--- config.mk ---
export PLATFORM = sky130hd
export DESIGN_NAME = if_hazard_ctrl_flat
export DESIGN_NICKNAME = d
export VERILOG_FILES = /design/src/rtl/pipe_pkg.sv /design/src/rtl/if_hazard_ctrl_if.sv /design/src/rtl/if_hazard_detect.sv /design/src/rtl/if_hazard_ctrl.sv /design/src/flat_wrapper.sv
export SDC_FILE = /design/constraint.sdc
export NUM_CORES = 1
export LEC_CHECK = 0
export BUFFER_PORTS_ARGS = -buffer_cell sky130_fd_sc_hd__buf_2
export CORE_AREA = 3 3 53 55
export DETAILED_ROUTE_END_ITERATION = 8
export DIE_AREA = 0 0 56 58
export GPL_TIMING_DRIVEN = 0
export PLACE_DENSITY = 0.81
export SLEW_MARGIN = 20
export SYNTH_ARGS = -nofsm -noshare
export SYNTH_HDL_FRONTEND = slang
export SYNTH_HIERARCHICAL = 1
export SYNTH_SLANG_ARGS = --single-unit
--- constraint.sdc ---
create_clock -name clk -period 2.1 [get_ports clk]
set_input_delay 0.42 -clock clk [delete_from_list [all_inputs] [get_ports clk]]
set_output_delay 0.42 -clock clk [all_outputs]
set_load 0.02 [all_outputs]
--- src/rtl/pipe_pkg.sv ---
// Shared pipeline types and constants for the IF/ID hazard and fetch control.
//   state_e  : controller state (run / waiting on instruction memory)
//   REG_W    : register-index width
//   X0       : zero register index; a write to it never creates a hazard
//   WCNT_W   : width of the instruction-memory wait counter
//   ctrl_t   : bundle of the pipeline control outputs
package pipe_pkg;

  localparam int unsigned REG_W  = 5;
  localparam logic [REG_W-1:0] X0 = 5'd0;
  localparam int unsigned WCNT_W = 16;

  typedef enum logic {
    ST_RUN     = 1'b0,
    ST_WAIT_IM = 1'b1
  } state_e;

  typedef struct packed {
    logic pc_en;
    logic pc_sel;
    logic if_en;
    logic if_flush;
    logic id_bubble;
  } ctrl_t;

endpackage

--- src/rtl/if_hazard_ctrl_if.sv ---
// Pipeline-facing signal bundle of the hazard/fetch controller.
//   master : pipeline side (drives register fields, branch, imem_ready)
//   slave  : controller side (drives PC / IF/ID / ID/EX controls, timeout flag)
interface if_hazard_ctrl_if;
  import pipe_pkg::*;

  logic [REG_W-1:0] rs1_ID;
  logic [REG_W-1:0] rs2_ID;
  logic [REG_W-1:0] rd_EX;
  logic             mem_read_EX;
  logic             branch_taken_EX;
  logic             imem_ready;

  logic             pc_en;
  logic             pc_sel;
  logic             if_en;
  logic             if_flush;
  logic             id_bubble;
  logic             imem_timeout;

  modport master (
    output rs1_ID, rs2_ID, rd_EX, mem_read_EX, branch_taken_EX, imem_ready,
    input  pc_en, pc_sel, if_en, if_flush, id_bubble, imem_timeout
  );

  modport slave (
    input  rs1_ID, rs2_ID, rd_EX, mem_read_EX, branch_taken_EX, imem_ready,
    output pc_en, pc_sel, if_en, if_flush, id_bubble, imem_timeout
  );

endinterface

--- src/rtl/if_hazard_detect.sv ---
// Combinational load-use comparator: a load in EX whose (non-x0) destination
// is read by the instruction in ID.
//   rs1_id, rs2_id : source fields from IF/ID
//   rd_ex          : destination of the instruction in ID/EX
//   mem_read_ex    : ID/EX instruction is a load
//   lu_c           : load-use hazard
module if_hazard_detect
  import pipe_pkg::*;
(
  input  logic [REG_W-1:0] rs1_id,
  input  logic [REG_W-1:0] rs2_id,
  input  logic [REG_W-1:0] rd_ex,
  input  logic             mem_read_ex,
  output logic             lu_c
);

  assign lu_c = mem_read_ex && (rd_ex != X0) &&
                ((rd_ex == rs1_id) || (rd_ex == rs2_id));

endmodule

--- src/rtl/if_hazard_ctrl.sv ---
// Hazard and fetch controller for the IF/ID register and PC. Handles load-use
// stalls, instruction-memory wait states and EX-resolved taken branches.
// Outputs are Mealy (combinational from state and inputs).
//   clk, rst_n : clock, synchronous active-low reset
//   bus        : if_hazard_ctrl_if.slave pipeline bundle
//   stall_cnt  : cycles with if_en=0       (IF_HAZARD_CTRL_PERF_EN only)
//   flush_cnt  : cycles with if_flush=1    (IF_HAZARD_CTRL_PERF_EN only)
// Optional feature macro: IF_HAZARD_CTRL_PERF_EN (performance counters).
module if_hazard_ctrl
  import pipe_pkg::*;
#(
  parameter int unsigned IMEM_TIMEOUT = 255,
  parameter int unsigned CNT_W        = 32
) (
  input  logic               clk,
  input  logic               rst_n,
  if_hazard_ctrl_if.slave    bus
`ifdef IF_HAZARD_CTRL_PERF_EN
  ,
  output logic [CNT_W-1:0]   stall_cnt,
  output logic [CNT_W-1:0]   flush_cnt
`endif
);

  localparam logic [WCNT_W-1:0] TMO = WCNT_W'(IMEM_TIMEOUT);

  // Elaboration-time parameter sanity.
  if (IMEM_TIMEOUT < 1 || IMEM_TIMEOUT > 65535 || CNT_W < 1) begin : g_bad_param
    $error("if_hazard_ctrl: IMEM_TIMEOUT must be 1..65535 and CNT_W >= 1");
  end

  state_e            state_q, state_d;
  logic              flush_pend_q, flush_pend_d;
  logic [WCNT_W-1:0] wcnt_q, wcnt_d;
  logic              timeout_q, timeout_d;
  ctrl_t             ctrl_c;
  logic              lu_c;

  if_hazard_detect u_detect (
    .rs1_id      (bus.rs1_ID),
    .rs2_id      (bus.rs2_ID),
    .rd_ex       (bus.rd_EX),
    .mem_read_ex (bus.mem_read_EX),
    .lu_c        (lu_c)
  );

  // State register.
  always_ff @(posedge clk) begin
    if (!rst_n) begin
      state_q      <= ST_RUN;
      flush_pend_q <= 1'b0;
      wcnt_q       <= '0;
      timeout_q    <= 1'b0;
    end else begin
      state_q      <= state_d;
      flush_pend_q <= flush_pend_d;
      wcnt_q       <= wcnt_d;
      timeout_q    <= timeout_d;
    end
  end

  // Next state and Mealy outputs; branch beats imem wait beats load-use.
  always_comb begin
    state_d      = state_q;
    flush_pend_d = flush_pend_q;
    wcnt_d       = wcnt_q;
    timeout_d    = timeout_q;
    ctrl_c       = '0;

    if (!rst_n) begin
      ctrl_c.id_bubble = 1'b1;
    end else begin
      case (state_q)
        ST_RUN: begin
          if (bus.branch_taken_EX) begin
            ctrl_c.pc_en     = 1'b1;
            ctrl_c.pc_sel    = 1'b1;
            ctrl_c.id_bubble = 1'b1;
            if (bus.imem_ready) begin
              ctrl_c.if_en    = 1'b1;
              ctrl_c.if_flush = 1'b1;
            end else begin
              // Fetch of the target is outstanding; squash it once it lands.
              flush_pend_d = 1'b1;
              state_d      = ST_WAIT_IM;
              wcnt_d       = WCNT_W'(1);
            end
          end else if (!bus.imem_ready) begin
            state_d = ST_WAIT_IM;
            wcnt_d  = WCNT_W'(1);
          end else if (lu_c) begin
            ctrl_c.id_bubble = 1'b1;
          end else begin
            ctrl_c.pc_en = 1'b1;
            ctrl_c.if_en = 1'b1;
          end
        end

        ST_WAIT_IM: begin
          // Held ID instruction must not slip into EX alongside its producer.
          ctrl_c.id_bubble = lu_c;
          if (wcnt_q == TMO) begin
            timeout_d = 1'b1;
          end else begin
            wcnt_d = wcnt_q + WCNT_W'(1);
          end
          if (bus.branch_taken_EX) begin
            ctrl_c.pc_en     = 1'b1;
            ctrl_c.pc_sel    = 1'b1;
            ctrl_c.id_bubble = 1'b1;
            flush_pend_d     = 1'b1;
          end
          if (bus.imem_ready) begin
            ctrl_c.pc_en    = 1'b1;
            ctrl_c.if_en    = 1'b1;
            ctrl_c.if_flush = flush_pend_q | bus.branch_taken_EX;
            flush_pend_d    = 1'b0;
            state_d         = ST_RUN;
            wcnt_d          = '0;
          end
        end

        default: state_d = ST_RUN;
      endcase
    end
  end

  assign bus.pc_en        = ctrl_c.pc_en;
  assign bus.pc_sel       = ctrl_c.pc_sel;
  assign bus.if_en        = ctrl_c.if_en;
  assign bus.if_flush     = ctrl_c.if_flush;
  assign bus.id_bubble    = ctrl_c.id_bubble;
  // Sticky register is masked so the flag reads 0 throughout reset.
  assign bus.imem_timeout = timeout_q & rst_n;

`ifdef IF_HAZARD_CTRL_PERF_EN
  logic [CNT_W-1:0] stall_q;
  logic [CNT_W-1:0] flush_q;

  // Free-running, wrapping performance counters.
  always_ff @(posedge clk) begin
    if (!rst_n) begin
      stall_q <= '0;
      flush_q <= '0;
    end else begin
      if (!ctrl_c.if_en)   stall_q <= stall_q + CNT_W'(1);
      if (ctrl_c.if_flush) flush_q <= flush_q + CNT_W'(1);
    end
  end

  assign stall_cnt = rst_n ? stall_q : '0;
  assign flush_cnt = rst_n ? flush_q : '0;
`endif

endmodule

--- src/flat_wrapper.sv ---
// flat-port wrapper written by rule: the top's interface ports become plain ports
module if_hazard_ctrl_flat import pipe_pkg::*;
#(
  parameter int unsigned IMEM_TIMEOUT = 255,
  parameter int unsigned CNT_W        = 32
)
  (clk, rst_n, bus_rs1_ID, bus_rs2_ID, bus_rd_EX, bus_mem_read_EX, bus_branch_taken_EX, bus_imem_ready, bus_pc_en, bus_pc_sel, bus_if_en, bus_if_flush, bus_id_bubble, bus_imem_timeout);
  if_hazard_ctrl_if bus_i ();
  input  logic clk;
  input  logic rst_n;
  input wire logic [$bits(bus_i.rs1_ID)-1:0] bus_rs1_ID;
  input wire logic [$bits(bus_i.rs2_ID)-1:0] bus_rs2_ID;
  input wire logic [$bits(bus_i.rd_EX)-1:0] bus_rd_EX;
  input wire logic [$bits(bus_i.mem_read_EX)-1:0] bus_mem_read_EX;
  input wire logic [$bits(bus_i.branch_taken_EX)-1:0] bus_branch_taken_EX;
  input wire logic [$bits(bus_i.imem_ready)-1:0] bus_imem_ready;
  output wire logic [$bits(bus_i.pc_en)-1:0] bus_pc_en;
  output wire logic [$bits(bus_i.pc_sel)-1:0] bus_pc_sel;
  output wire logic [$bits(bus_i.if_en)-1:0] bus_if_en;
  output wire logic [$bits(bus_i.if_flush)-1:0] bus_if_flush;
  output wire logic [$bits(bus_i.id_bubble)-1:0] bus_id_bubble;
  output wire logic [$bits(bus_i.imem_timeout)-1:0] bus_imem_timeout;
  assign bus_i.rs1_ID = bus_rs1_ID;
  assign bus_i.rs2_ID = bus_rs2_ID;
  assign bus_i.rd_EX = bus_rd_EX;
  assign bus_i.mem_read_EX = bus_mem_read_EX;
  assign bus_i.branch_taken_EX = bus_branch_taken_EX;
  assign bus_i.imem_ready = bus_imem_ready;
  assign bus_pc_en = bus_i.pc_en;
  assign bus_pc_sel = bus_i.pc_sel;
  assign bus_if_en = bus_i.if_en;
  assign bus_if_flush = bus_i.if_flush;
  assign bus_id_bubble = bus_i.id_bubble;
  assign bus_imem_timeout = bus_i.imem_timeout;
  if_hazard_ctrl #(.IMEM_TIMEOUT(IMEM_TIMEOUT), .CNT_W(CNT_W)) u_core (.clk(clk), .rst_n(rst_n), .bus(bus_i));
endmodule
==> results.cfg <==
[clock_tree]
cts_buffer_depth = 2
root_buffer = clkbuf_4
postCtsHoldBufs = 0
cts_buffers = 3
ctsHtreeMaxLevel = 1
clk_pin_slew_ns = 0.11
cts_tree = yes
clock_sinks = 19
clock_latency_ns = 0.29

[worst_setup_path]
worstPathMaxFanout = 3
end_kind = output pin
slowest_stage = or4_4
cp-start-kind = input port
critical_path_class = input port to output pin
worst_path_most_repeated_cell = a21oi_2
slowest_delay_ns = 0.53
cp.arrival_ns = 1.64
cp.required_ns = 1.68
cp_cell_sequence = buf_8 -> or4_4 -> o21ai_2 -> a21oi_2 -> nand2_1 -> a21oi_2 -> nor2_1 -> buf_4

[routing]
first_iter_violations = 75
remaining_drc_errors = 0
drt-total-wl_mm = 3.46
post_drt_wl_per_cell_um = 15.1
dr.pass1.iters = 4
vias_per_cell = 6.35
vias = 1455
antenna_left = 0

[pwr]
power.density_nw_per_um2 = 445
power.leakage_nw = 0.565
peakVddDrop_uv = 266

[cells_and_area]
most-common-layout-cells = 21 x buf_2, 18 x dfxtp_1, 14 x nor2_1, 14 x a21oi_1, 12 x o21ai_0
seqCellArea_um2 = 382
utilization_pct = 62.2
design_area_um2 = 1510
fillers = 216
multiInputGateArea_um2 = 845
syn_to_final_growth_pct = 20.2
final_common_cell = buf_2
drive_gt1_share_pct = 24.1
nets = 221
n_antenna_cell = 0

[logic_synthesis]
synth_fp_nets = 189
avgSynthCellArea_um2 = 7.49
synth_edf_count = 0
synth_seq_area_share_pct = 30.2
netlist_area_um2 = 1260
synthTopCellsByArea = dfxtp_1 30%, a21oi_1 6.4%, o21ai_0 4.8%, nor2_1 4.2%, xor2_1 4.2%
synth_async_sr_flop_share_pct = 0
yosys_warnings = 6
yosysUniqueCellTypes = 41
yosysTopAreaCell = dfxtp_1
ys.flop_type = dfxtp_1
synth_top_area_share_pct = 30.2
ys_ff_latch = 19
syn_inst = 168

[run]
drv_cap = 0

[worst_hold_path]
min-delay-path-class = input port to register

[floorplan]
start_util_pct = 51.7
core_area_um2 = 2430
die_x_um = 56
dieHeight_um = 58
die_area_um2 = 3250
rows = 18
ios = 26

[timing]
rsz0062_at_grt = yes
period_minus_slack_ns = 2.06
max_freq_mhz = 485
final_hold_viol_count = 0
slew_headroom_pct = 56.2
min_period_over_period_pct = 98.2
setup_viol = 0
fin_skew_ns = 0.00228
worst_slew_pin_slew_ns = 0.652
final_max_slew_viol_count = 0
tns_ns = 0

[global_routing]
antenna_found_initial = 0
grt_pass1_wl_mm = 5.69
gr-usage-all-layers_pct = 21.6
grt_pass1_vias = 1385
grt_max_degree = 12
overflow = 0

[place]
placed_area_um2 = 1420
place_congestion = 0.874
dp_hpwl_mm = 2.54
numPortBuffers = 25

[run_status]
status = complete, no violations
==> cell families (layout without fill, tap and decap cells) <==
family | Yosys count | count (layout) | synth area share, %
flip-flops | 19 | 19 | 30.2
AO/OA/AOI/OAI | 48 | 48 | 23.5
XOR/XNOR | 10 | 10 | 6.96
adder cells (fa/ha/maj) | 1 | 1 | 0.994
buffers and inverters | 15 | 46 | 4.57
AND/OR/NAND/NOR | 75 | 75 | 33.8
==> where the power goes <==
part | switching [mW] | internal, mW | total, mW
Sequential | 0.00412 | 0.365 | 0.369
Combinational | 0.0697 | 0.0525 | 0.122
Clock | 0.111 | 0.0708 | 0.182
==> worst paths after layout <==
path / cells after the start / slack (ns) / startpoint / end
worst max-delay path: 8 / 0.04 / bus_rd_EX[3] / bus_pc_en
worst max register to register: 5 / 0.04 / u_core/wcnt_q[1] / u_core/wcnt_q[11]
worst min register to register: 2 / 0.49 / u_core/timeout_q / u_core/timeout_q
worst min-delay path: 3 / 0.40 / rst_n / u_core/wcnt_q[9]
==> what timing repair did <==
action                     in CTS  in global routing
pin swaps                       5                  7
setup endpoints to repair       7                 15
hold endpoints to repair        0                  0
resized for setup               9                  9
buffers inserted                1                  1
==> metrics by stage <==
step	setup WS (ns)	total power, mW	cells	hold slack [ns]
CTS	-0.00340	0.672	228	0.391
global route	-0.0527	0.702	229	0.405
detailed placement	-0.145	0.487	223	0.461
floorplan	0.150	0.442	168	0.432
finish	0.0388	0.673	229	0.399
global placement	-0.130	0.483	223	0.449
==> state kept, by name, indices dropped and copies added (netlist names) <==
signal and count:
u_core/wcnt_q 16, u_core/state_q 1, u_core/timeout_q 1, u_core/flush_pend_q 1
==> routing by layer <==
metal / wire [um] / up-vias / global-route usage [%]
met3: 263 / 18 / 3.56
li1: - / 695 / -
met1: 1370 / 660 / 24.6
met5: 0 / - / 0
met2: 1740 / 82 / 38.9
met4: 91 / 0 / 11.5
==> final cells by class <==
| cell class | instances | share of cell area, % |
|---|---|---|
| multi-input cells | 134 | 55.8 |
| flip-flops and latches | 19 | 25.2 |
| repair buffers | 27 | 10.7 |
| plain buffers | 10 | 2.73 |
| well taps | 30 | 2.48 |
| clock buffers | 3 | 1.49 |
| inverters | 5 | 1.24 |
| clock inverters | 1 | 0.331 |
==> synth_stat cells, types with 2 or more instances <==
cell,n
nand3b_1,4
nor4_1,4
nor2b_1,4
nor2_1,14
clkbuf_1,9
nand2_1,10
and4_1,3
dfxtp_1,19
xnor2_1,4
or4_1,2
nor3_1,4
and2_1,3
or3_1,2
a31oi_1,6
o21ai_0,12
xor2_1,6
nand4_1,6
or3_2,2
o211ai_1,3
a21oi_1,16
nand2b_1,2
or4_4,2
inv_1,5
nand3_1,9
==> critical path, delay by kind of cell <==
family                 cells  cell delay, ns
and+or+nand+nor            3            0.72
buffers and inverters      2            0.25
AOI/OAI and AO/OA          3            0.25
No activity file was read; power rests on OpenSTA's default activity.
